## src/rtl/i2c_slave_pkg.sv

```systemverilog
// i2c_slave_pkg: shared FSM state encoding, bus event bundle and width defaults.
// Latency: n/a (types and constants only).
// Backpressure: n/a.
package i2c_slave_pkg;

  localparam int I2C_ADDR_WIDTH_DEF = 7;
  localparam int I2C_DATA_WIDTH_DEF = 8;

  typedef enum logic [3:0] {
    IDLE,
    ADDR,
    ADDR_ACK,
    WR_PTR,
    WR_ACK,
    WR_DATA,
    RD_DATA,
    RD_ACK,
    RD_DONE,
    IGNORE
  } slv_state_e;

  // Bus conditions decoded from the synchronised SCL/SDA pair.
  typedef struct packed {
    logic start;
    logic stop;
    logic rise;
    logic fall;
  } bus_evt_t;

endpackage

```

## src/rtl/i2c_slave_engine.sv

```systemverilog
// i2c_slave_engine: one I2C slave channel (synchroniser, FSM, auto-increment pointer, register file).
// Latency: bus events act 3 clk_i cycles after the pins; SDA changes only on the detected SCL fall.
// Backpressure: none by default; with I2C_SLAVE_CLK_STRETCH_EN SCL is held low after each ACK phase.
module i2c_slave_engine
  import i2c_slave_pkg::*;
#(
  parameter int            AW             = I2C_ADDR_WIDTH_DEF,
  parameter int            DW             = I2C_DATA_WIDTH_DEF,
  parameter logic [AW-1:0] SLAVE_ADDR     = 7'h22,
  parameter int            DEPTH          = 16,
  parameter int            STRETCH_CYCLES = 4
) (
  input  logic clk_i,
  input  logic rst_i,
  input  logic scl_i,
  input  logic sda_i,
  output logic sda_drive_o,
  output logic scl_drive_o,
  output logic wr_evt_o,
  output logic busy_o
);

  localparam int PW = (DEPTH > 1) ? $clog2(DEPTH) : 1;
  localparam int CW = $clog2(DW + 1);

  logic scl_s1_q, scl_s2_q, scl_prev_q;
  logic sda_s1_q, sda_s2_q, sda_prev_q;
  bus_evt_t ev;

  slv_state_e        state_q, state_d;
  logic [CW-1:0]     bitcnt_q, bitcnt_d;
  logic [DW-1:0]     shift_q, shift_d;
  logic [PW-1:0]     ptr_q, ptr_d;
  logic              rw_q, rw_d;
  logic              sda_q, sda_d;
  logic              busy_q, busy_d;
  logic              wr_evt_q, wr_evt_d;
  logic              mem_we;
  logic [DW-1:0]     shift_in;
  logic [DW-1:0]     rd_byte;
  logic [DW-1:0]     mem_q [DEPTH];

  // Two-flop synchroniser plus a previous copy for edge detection; idle bus reads high.
  always_ff @(posedge clk_i) begin
    if (rst_i) begin
      scl_s1_q   <= 1'b1;
      scl_s2_q   <= 1'b1;
      scl_prev_q <= 1'b1;
      sda_s1_q   <= 1'b1;
      sda_s2_q   <= 1'b1;
      sda_prev_q <= 1'b1;
    end else begin
      scl_s1_q   <= scl_i;
      scl_s2_q   <= scl_s1_q;
      scl_prev_q <= scl_s2_q;
      sda_s1_q   <= sda_i;
      sda_s2_q   <= sda_s1_q;
      sda_prev_q <= sda_s2_q;
    end
  end

  // Decode START/STOP (SDA moving while SCL stays high) and SCL edges.
  always_comb begin
    ev.start = scl_s2_q & scl_prev_q & sda_prev_q & ~sda_s2_q;
    ev.stop  = scl_s2_q & scl_prev_q & ~sda_prev_q & sda_s2_q;
    ev.rise  = scl_s2_q & ~scl_prev_q;
    ev.fall  = ~scl_s2_q & scl_prev_q;
  end

  assign shift_in = {shift_q[DW-2:0], sda_s2_q};
  assign rd_byte  = mem_q[ptr_q];

  // Next-state logic; START beats everything so a half-shifted byte is simply dropped.
  always_comb begin
    state_d  = state_q;
    bitcnt_d = bitcnt_q;
    shift_d  = shift_q;
    ptr_d    = ptr_q;
    rw_d     = rw_q;
    sda_d    = sda_q;
    busy_d   = busy_q;
    wr_evt_d = 1'b0;
    mem_we   = 1'b0;
    if (ev.start) begin
      state_d  = ADDR;
      bitcnt_d = '0;
      sda_d    = 1'b0;
    end else if (ev.stop) begin
      state_d = IDLE;
      sda_d   = 1'b0;
      busy_d  = 1'b0;
    end else begin
      unique case (state_q)
        ADDR: if (ev.rise) begin
          shift_d  = shift_in;
          bitcnt_d = bitcnt_q + CW'(1);
          if (bitcnt_q == CW'(DW - 1)) begin
            if (shift_in[DW-1 -: AW] == SLAVE_ADDR) begin
              state_d = ADDR_ACK;
              rw_d    = shift_in[0];
              busy_d  = 1'b1;
            end else begin
              state_d = IGNORE;
              busy_d  = 1'b0;
            end
          end
        end
        // First fall after bit 8 pulls SDA low; the fall ending bit 9 leaves the ACK.
        ADDR_ACK, WR_ACK: if (ev.fall) begin
          if (!sda_q) begin
            sda_d = 1'b1;
          end else if (state_q == ADDR_ACK && rw_q) begin
            shift_d  = {rd_byte[DW-2:0], 1'b0};
            sda_d    = ~rd_byte[DW-1];
            bitcnt_d = CW'(1);
            state_d  = RD_DATA;
          end else begin
            sda_d    = 1'b0;
            bitcnt_d = '0;
            state_d  = (state_q == WR_ACK) ? WR_DATA : WR_PTR;
          end
        end
        WR_PTR, WR_DATA: if (ev.rise) begin
          shift_d  = shift_in;
          bitcnt_d = bitcnt_q + CW'(1);
          if (bitcnt_q == CW'(DW - 1)) begin
            state_d = WR_ACK;
            if (state_q == WR_PTR) begin
              ptr_d = shift_in[PW-1:0];
            end else begin
              mem_we   = 1'b1;
              wr_evt_d = 1'b1;
              ptr_d    = ptr_q + PW'(1);
            end
          end
        end
        // bitcnt 0 means "load the next byte on this fall"; DW means all bits are out.
        RD_DATA: if (ev.fall) begin
          if (bitcnt_q == '0) begin
            shift_d  = {rd_byte[DW-2:0], 1'b0};
            sda_d    = ~rd_byte[DW-1];
            bitcnt_d = CW'(1);
          end else if (bitcnt_q == CW'(DW)) begin
            sda_d   = 1'b0;
            ptr_d   = ptr_q + PW'(1);
            state_d = RD_ACK;
          end else begin
            sda_d    = ~shift_q[DW-1];
            shift_d  = {shift_q[DW-2:0], 1'b0};
            bitcnt_d = bitcnt_q + CW'(1);
          end
        end
        RD_ACK: if (ev.rise) begin
          if (sda_s2_q) begin
            state_d = RD_DONE;
          end else begin
            bitcnt_d = '0;
            state_d  = RD_DATA;
          end
        end
        IDLE, RD_DONE, IGNORE: ;
        default: state_d = IDLE;
      endcase
    end
  end

  // FSM, pointer and output registers.
  always_ff @(posedge clk_i) begin
    if (rst_i) begin
      state_q  <= IDLE;
      bitcnt_q <= '0;
      shift_q  <= '0;
      ptr_q    <= '0;
      rw_q     <= 1'b0;
      sda_q    <= 1'b0;
      busy_q   <= 1'b0;
      wr_evt_q <= 1'b0;
    end else begin
      state_q  <= state_d;
      bitcnt_q <= bitcnt_d;
      shift_q  <= shift_d;
      ptr_q    <= ptr_d;
      rw_q     <= rw_d;
      sda_q    <= sda_d;
      busy_q   <= busy_d;
      wr_evt_q <= wr_evt_d;
    end
  end

  // Register file: cleared by reset, written at the pointer on each completed data byte.
  always_ff @(posedge clk_i) begin
    if (rst_i) begin
      for (int i = 0; i < DEPTH; i++) mem_q[i] <= '0;
    end else if (mem_we) begin
      mem_q[ptr_q] <= shift_d;
    end
  end

  assign sda_drive_o = sda_q;
  assign wr_evt_o    = wr_evt_q;
  assign busy_o      = busy_q;

`ifdef I2C_SLAVE_CLK_STRETCH_EN
  localparam int SW = $clog2(STRETCH_CYCLES + 1);
  logic [SW-1:0] stretch_q;
  logic          ack_end;

  // The SCL fall that closes bit 9 of an ACKed byte.
  always_comb begin
    ack_end = ev.fall & ~ev.start & ~ev.stop &
              ((((state_q == ADDR_ACK) || (state_q == WR_ACK)) && sda_q) ||
               ((state_q == RD_DATA) && (bitcnt_q == '0)));
  end

  // Hold SCL low for STRETCH_CYCLES clocks after each ACK phase.
  always_ff @(posedge clk_i) begin
    if (rst_i) begin
      stretch_q <= '0;
    end else if (ack_end) begin
      stretch_q <= SW'(STRETCH_CYCLES);
    end else if (stretch_q != '0) begin
      stretch_q <= stretch_q - SW'(1);
    end
  end

  assign scl_drive_o = (stretch_q != '0);
`else
  assign scl_drive_o = 1'b0;
`endif

endmodule

```

## src/rtl/i2c_multi_slave_regfile.sv

```systemverilog
// i2c_multi_slave_regfile: NUM_I2C_BUSSES independent I2C slave register files (optional I2C_SLAVE_CLK_STRETCH_EN).
// Latency: each channel reacts 3 clk_i cycles after its pins.
// Backpressure: none by default; with I2C_SLAVE_CLK_STRETCH_EN each channel stretches SCL after ACK phases.
module i2c_multi_slave_regfile
  import i2c_slave_pkg::*;
#(
  parameter int                        NUM_I2C_BUSSES = 1,
  parameter int                        I2C_ADDR_WIDTH = I2C_ADDR_WIDTH_DEF,
  parameter int                        I2C_DATA_WIDTH = I2C_DATA_WIDTH_DEF,
  parameter logic [I2C_ADDR_WIDTH-1:0] SLAVE_ADDR     = 7'h22,
  parameter int                        DEPTH          = 16,
  parameter int                        STRETCH_CYCLES = 4
) (
  input  logic                      clk_i,
  input  logic                      rst_i,
  input  logic [NUM_I2C_BUSSES-1:0] scl_i,
  input  logic [NUM_I2C_BUSSES-1:0] sda_i,
  output logic [NUM_I2C_BUSSES-1:0] sda_drive_o,
  output logic [NUM_I2C_BUSSES-1:0] scl_drive_o,
  output logic [NUM_I2C_BUSSES-1:0] wr_evt_o,
  output logic [NUM_I2C_BUSSES-1:0] busy_o
);

  for (genvar g = 0; g < NUM_I2C_BUSSES; g++) begin : g_bus
    i2c_slave_engine #(
      .AW             (I2C_ADDR_WIDTH),
      .DW             (I2C_DATA_WIDTH),
      .SLAVE_ADDR     (SLAVE_ADDR),
      .DEPTH          (DEPTH),
      .STRETCH_CYCLES (STRETCH_CYCLES)
    ) u_engine (
      .clk_i       (clk_i),
      .rst_i       (rst_i),
      .scl_i       (scl_i[g]),
      .sda_i       (sda_i[g]),
      .sda_drive_o (sda_drive_o[g]),
      .scl_drive_o (scl_drive_o[g]),
      .wr_evt_o    (wr_evt_o[g]),
      .busy_o      (busy_o[g])
    );
  end

endmodule
```

## config.mk

```make
export PLATFORM = sky130hd
export DESIGN_NAME = i2c_multi_slave_regfile
export DESIGN_NICKNAME = d
export VERILOG_FILES = /design/src/rtl/i2c_slave_pkg.sv /design/src/rtl/i2c_slave_engine.sv /design/src/rtl/i2c_multi_slave_regfile.sv
export SDC_FILE = /design/constraint.sdc
export NUM_CORES = 1
export LEC_CHECK = 0
export CAP_MARGIN = 20
export CORE_MARGIN = 4
export CORE_UTILIZATION = 53
export CTS_CLUSTER_DIAMETER = 120
export DETAILED_ROUTE_END_ITERATION = 10
export PLACE_DENSITY = 0.66
export SLEW_MARGIN = 20
export SYNTH_ARGS = -nofsm -noshare
export SYNTH_HDL_FRONTEND = slang
export SYNTH_SLANG_ARGS = --single-unit
export TNS_END_PERCENT = 5
```

## constraint.sdc

```tcl
create_clock -name clk_i -period 7.1 [get_ports clk_i]
set_clock_uncertainty 0.1 [all_clocks]
set_input_delay 0.71 -clock clk_i [delete_from_list [all_inputs] [get_ports clk_i]]
set_output_delay 0.71 -clock clk_i [all_outputs]
set_load 0.02 [all_outputs]
```

After elaboration in Yosys (flattened, before gate mapping) --
Memories as Yosys holds them, arrays and structs flattened. A register that Yosys moved wholly into a read port is not among the register bits. Index checks and enable logic that the tools add are counted.
Operators by class: $add $sub $neg 2, eq/ne operators 36, muxes and demuxes 72, bitwise gates (word level) 16, reductions and logical operators 23
Operators by type and width (count):
- 2-to-1 mux 4 bit | 30
- 2-to-1 mux 8 bit | 10
- != test 4 x 1 -> 1 bit, second input constant | 9
- 2-to-1 mux 1 bit | 26
- one-hot mux 4 bit (6 select lines) | 1
- one-hot mux 8 bit (3 select lines) | 1
- AND reduction 11 bit | 2
- == test 4 x 3 -> 1 bit, second input constant | 5
- != test 2 x 1 -> 1 bit, second input constant | 10
- one-hot mux 4 bit (4 select lines) | 1
- == test 4 bit, second input constant | 3
- nonzero test 2 bit | 5
- inverter 1 bit | 9
- AND reduction 9 bit | 1
- OR reduction 3 bit | 3
- adder 4 x 1 -> 4 bit, second input constant | 2
- == test 4 x 2 -> 1 bit, second input constant | 2
- logical NOT 4 bit | 2
- one-hot mux 4 bit (2 select lines) | 1
- AND reduction 8 bit | 1
- OR reduction 8 bit | 1
- AND 1 bit | 7
- == test 7 x 6 -> 1 bit, second input constant | 1
- AND reduction 6 bit | 1
- 12 further kinds | 15
Word-level totals: register bits after elaboration 30, RAM bits 128, input port bits 4, output and inout port bits 4, memories 1
Memory list:
- g_bus[0].u_engine.mem_q | depth 16, bits a word 8, read ports 1, clocked after memory_dff 1, wr ports 16, RTL line i2c_slave_engine.sv:41 | logic [DW-1:0] mem_q [DEPTH];

Longest topological paths before layout --
depth in word-level cells 12, mapped depth 9, mapped depth without buffers 7

Worst setup path after synthesis --
Ideal clock, no wire load.
path kind input to register, from input rst_i, to memory g_bus[0].u_engine.mem_q[12][0] (netlist name) (enable), library setup time 0.334 ns, data arrival time 1.829 ns, required time 6.666 ns, path slack 4.837 ns, cell stages on the path 5, path buffers 1, path through o21bai_1 > nor4_1 > buf_4 > nand4_1 > nand2b_1
RTL lines:
- start, declared | RTL line i2c_multi_slave_regfile.sv:15 | input logic rst_i,
- end, declared | RTL line i2c_slave_engine.sv:41

==> run metrics <==
DRC 0; Core Box Area about 15000 um2; P_leak around 2.7 nW; final slew viol count 0; clock power share 0.441; critical path launch point type flip-flop; Root Buffer clkbuf_16; WHS Endpoint g_bus[0].u_engine.sda_s2_q$_SDFF_PP1_; Synth Register Bits 162; Peak VDD IR around 0.00018 V; first-pass GRT wire length 29000 um; RSZ-0062 raised after global routing false; R2R Setup Slk between 3 and 4 ns; initial core utilization 0.543; number of hold buffers added after CTS 0; # resized after CTS 0; Fin. Hold Viols 0; Post-Synthesis Net Count about 650; clk sinks about 160; worst hold path type flip-flop to flip-flop; Post-CTS Setup Inserts 0; die footprint 17000 um2; Post-synth EDFFs 128; die width 131 um; total power 2.06 mW; Compound-Gate Fraction of Synth Area 0.100; Max Cap Violations 0; overall via count from detail_route approximately 5200; crit-path max FO 17; worst hold path startpoint g_bus[0].u_engine.sda_s1_q$_SDFF_PP1_; Seq pwr share 0.522; DPL Wire Length 12500 um; status complete, no violations; die height 131 um; initial antenna violation count 0; Async SR Flop Fraction 0; num ports 8; placed insts between 700 and 800; antenna viol nets, final 0; switching power 485 uW; Syn Std Cell Area 7960 um2; relative slew slack 0.290; reg2reg end g_bus[0].u_engine.mem_q[15][1]$_SDFFCE_PN0P_; WP data arrival 3.59 ns; final non-filler cell total 816; Total GRT Usage 0.232; Detailed Route WL 18700 um; min setup slack post-route 3.56 ns; Reg2Reg Launch Point g_bus[0].u_engine.scl_prev_q$_SDFF_PP1_; Final Critical Period 3.54 ns; worst path required time a little over 7 ns; drt pass-1 iters 7; grt ovf 0; slew at the pin with the worst max-slew slack roughly 1.1 ns; final net count 629; clock transition at the registers of the reported paths 0.07 ns; Synth Area in Simple Gates 0.164; sw frac 0.236; DR WL/cell 22.9 um; fillers between 1000 and 1500; antenna cells 0; Hold Slack 0.313 ns; Longest Clk Path Bufs 2; GP Congestion 0.902; Int Power approximately 1.6 mW; total CTS buffers 17; Area growth syn-to-layout 8.13%; worst setup path class flip-flop to flip-flop; CTS tree built; cell row count 44; post-synthesis sequential area ratio 0.569; Reg2Reg Depth 5; Placed Area 8020 um2; vias in the first global route about 5000; share of post-route cells with drive strength above 1 0.168; Comb pwr share 0.037; Avg Inst Size Synth roughly 13 um2; post-synthesis mux area share 0.115; Mapped Cells 635; DR iter-0 viols 617; largest family of logic cells by synthesized area simple AND/OR/NAND/NOR gates; YS warnings 0; setup_tns 0 ns; WHS Path Cells 1; most common cell after layout, fill and taps aside edfxtp_1; largest net degree at the start of global routing 40; routed vias/inst about 6.3; pre-CTS setup slack 3.61 ns; Power Density 239 nW/um2; Final setup viols 0; number of I/O port buffers 6; critical path capture point type flip-flop; library cells used by synthesis between 60 and 70; most frequent cells in the layout 128 x edfxtp_1, 124 x nor2_1, 40 x a21oi_1, 33 x mux4_2, 33 x dfxtp_1; Max Freq 282 MHz; adder-cell share of the synthesized area 0.0107; final instance area 8600 um2; Post-synth top flop edfxtp_1; Post-Synth XOR/XNOR Area 0.00220; final core occ 0.587; Clk Latency, worst-skew pair 0.43 ns; period utilization 0.499; H-tree depth 4
-- area by class of cell --
type / count / area, um2 / area share
sequential: 162 / 4530 / 0.526
timing repair buffer: 12 / 103 / 0.0119
tap: 184 / 230 / 0.0268
inverter: 9 / 33.8 / 0.00393
clock buffer: 18 / 450 / 0.0524
clock inverter: 14 / 133 / 0.0154
multi-input combinational: 417 / 3130 / 0.364
-- sequential cells by signal, summed over array words and instances (netlist names), named ones only --
signal	count
g_bus.u_engine.bitcnt_q	4
g_bus.u_engine.busy_o	1
g_bus.u_engine.mem_q	128
g_bus.u_engine.ptr_q	4
g_bus.u_engine.rw_q	1
g_bus.u_engine.scl_prev_q	1
g_bus.u_engine.scl_s1_q	1
g_bus.u_engine.scl_s2_q	1
g_bus.u_engine.sda_drive_o	1
g_bus.u_engine.sda_prev_q	1
g_bus.u_engine.sda_s1_q	1
g_bus.u_engine.sda_s2_q	1
g_bus.u_engine.shift_q	8
g_bus.u_engine.state_q	4
g_bus.u_engine.wr_evt_o	1
-- critical path: stages (launching register included) --
cell and delay [ns]:
dfxtp_1 0.49, nor2b_1 0.68, a21o_1 0.21, nand4b_1 0.67, a21oi_2 1.00, nor2_1 0.10
-- synth_stat cells, drive strengths merged, types with 14 or more instances --
cell    instances  area (um2)
a211oi         17         128
a21oi          41         209
buf            33         224
clkbuf         14        52.6
dfxtp          34         681
edfxtp        128        3840
mux2i          17         170
mux4           33         743
nand2b         23         144
nand3          20         150
nor2          124         465
-- metal layers --
metal | track usage | up-vias | part of all wire
li1 | - | 2347 | -
met1 | 0.326 | 2619 | 0.45
met2 | 0.363 | 158 | 0.48
met3 | 0.0614 | 27 | 0.060
met4 | 0.0599 | 0 | 0.016
met5 | 0 | - | 0
-- how the worst max path moves through the flow --
| stage | start | to | slack [ns] | cells past startpoint |
|---|---|---|---|---|
| floorplan | rst_i | g_bus[0].u_engine.mem_q[12][0]$_SDFFCE_PN0P_ | 4.84 | 5 |
| finish | g_bus[0].u_engine.scl_prev_q$_SDFF_PP1_ | g_bus[0].u_engine.mem_q[15][1]$_SDFFCE_PN0P_ | 3.56 | 5 |
| CTS | g_bus[0].u_engine.scl_prev_q$_SDFF_PP1_ | g_bus[0].u_engine.mem_q[15][1]$_SDFFCE_PN0P_ | 3.59 | 5 |
| global route | g_bus[0].u_engine.scl_prev_q$_SDFF_PP1_ | g_bus[0].u_engine.mem_q[15][1]$_SDFFCE_PN0P_ | 3.37 | 5 |
| detailed placement | g_bus[0].u_engine.scl_prev_q$_SDFF_PP1_ | g_bus[0].u_engine.mem_q[15][1]$_SDFFCE_PN0P_ | 3.61 | 5 |
| global placement | rst_i | g_bus[0].u_engine.mem_q[13][4]$_SDFFCE_PN0P_ | 3.71 | 7 |
-- cells by family (layout without fill, tap and decap cells) --
logic type                 Yosys count  after routing
DFF                                162            162
buffers and inverters               56             53
muxes                               50             50
AOI/OAI and AO/OA                  109            109
and+or+nand+nor                    248            248
other                                1              1
xor gates and xnor gates             2              2
adders and majority gates            7              7
-- power by group through the flow --
stage	clock network, mW	logic, mW	registers (mW)
floorplan	0	0.0599	1.09
global placement	0	0.0737	1.10
detailed placement	0	0.0756	1.10
CTS	0.916	0.0761	1.08
global route	0.959	0.0817	1.08
finish	0.908	0.0759	1.08
Power figures use the tool's default switching activity.
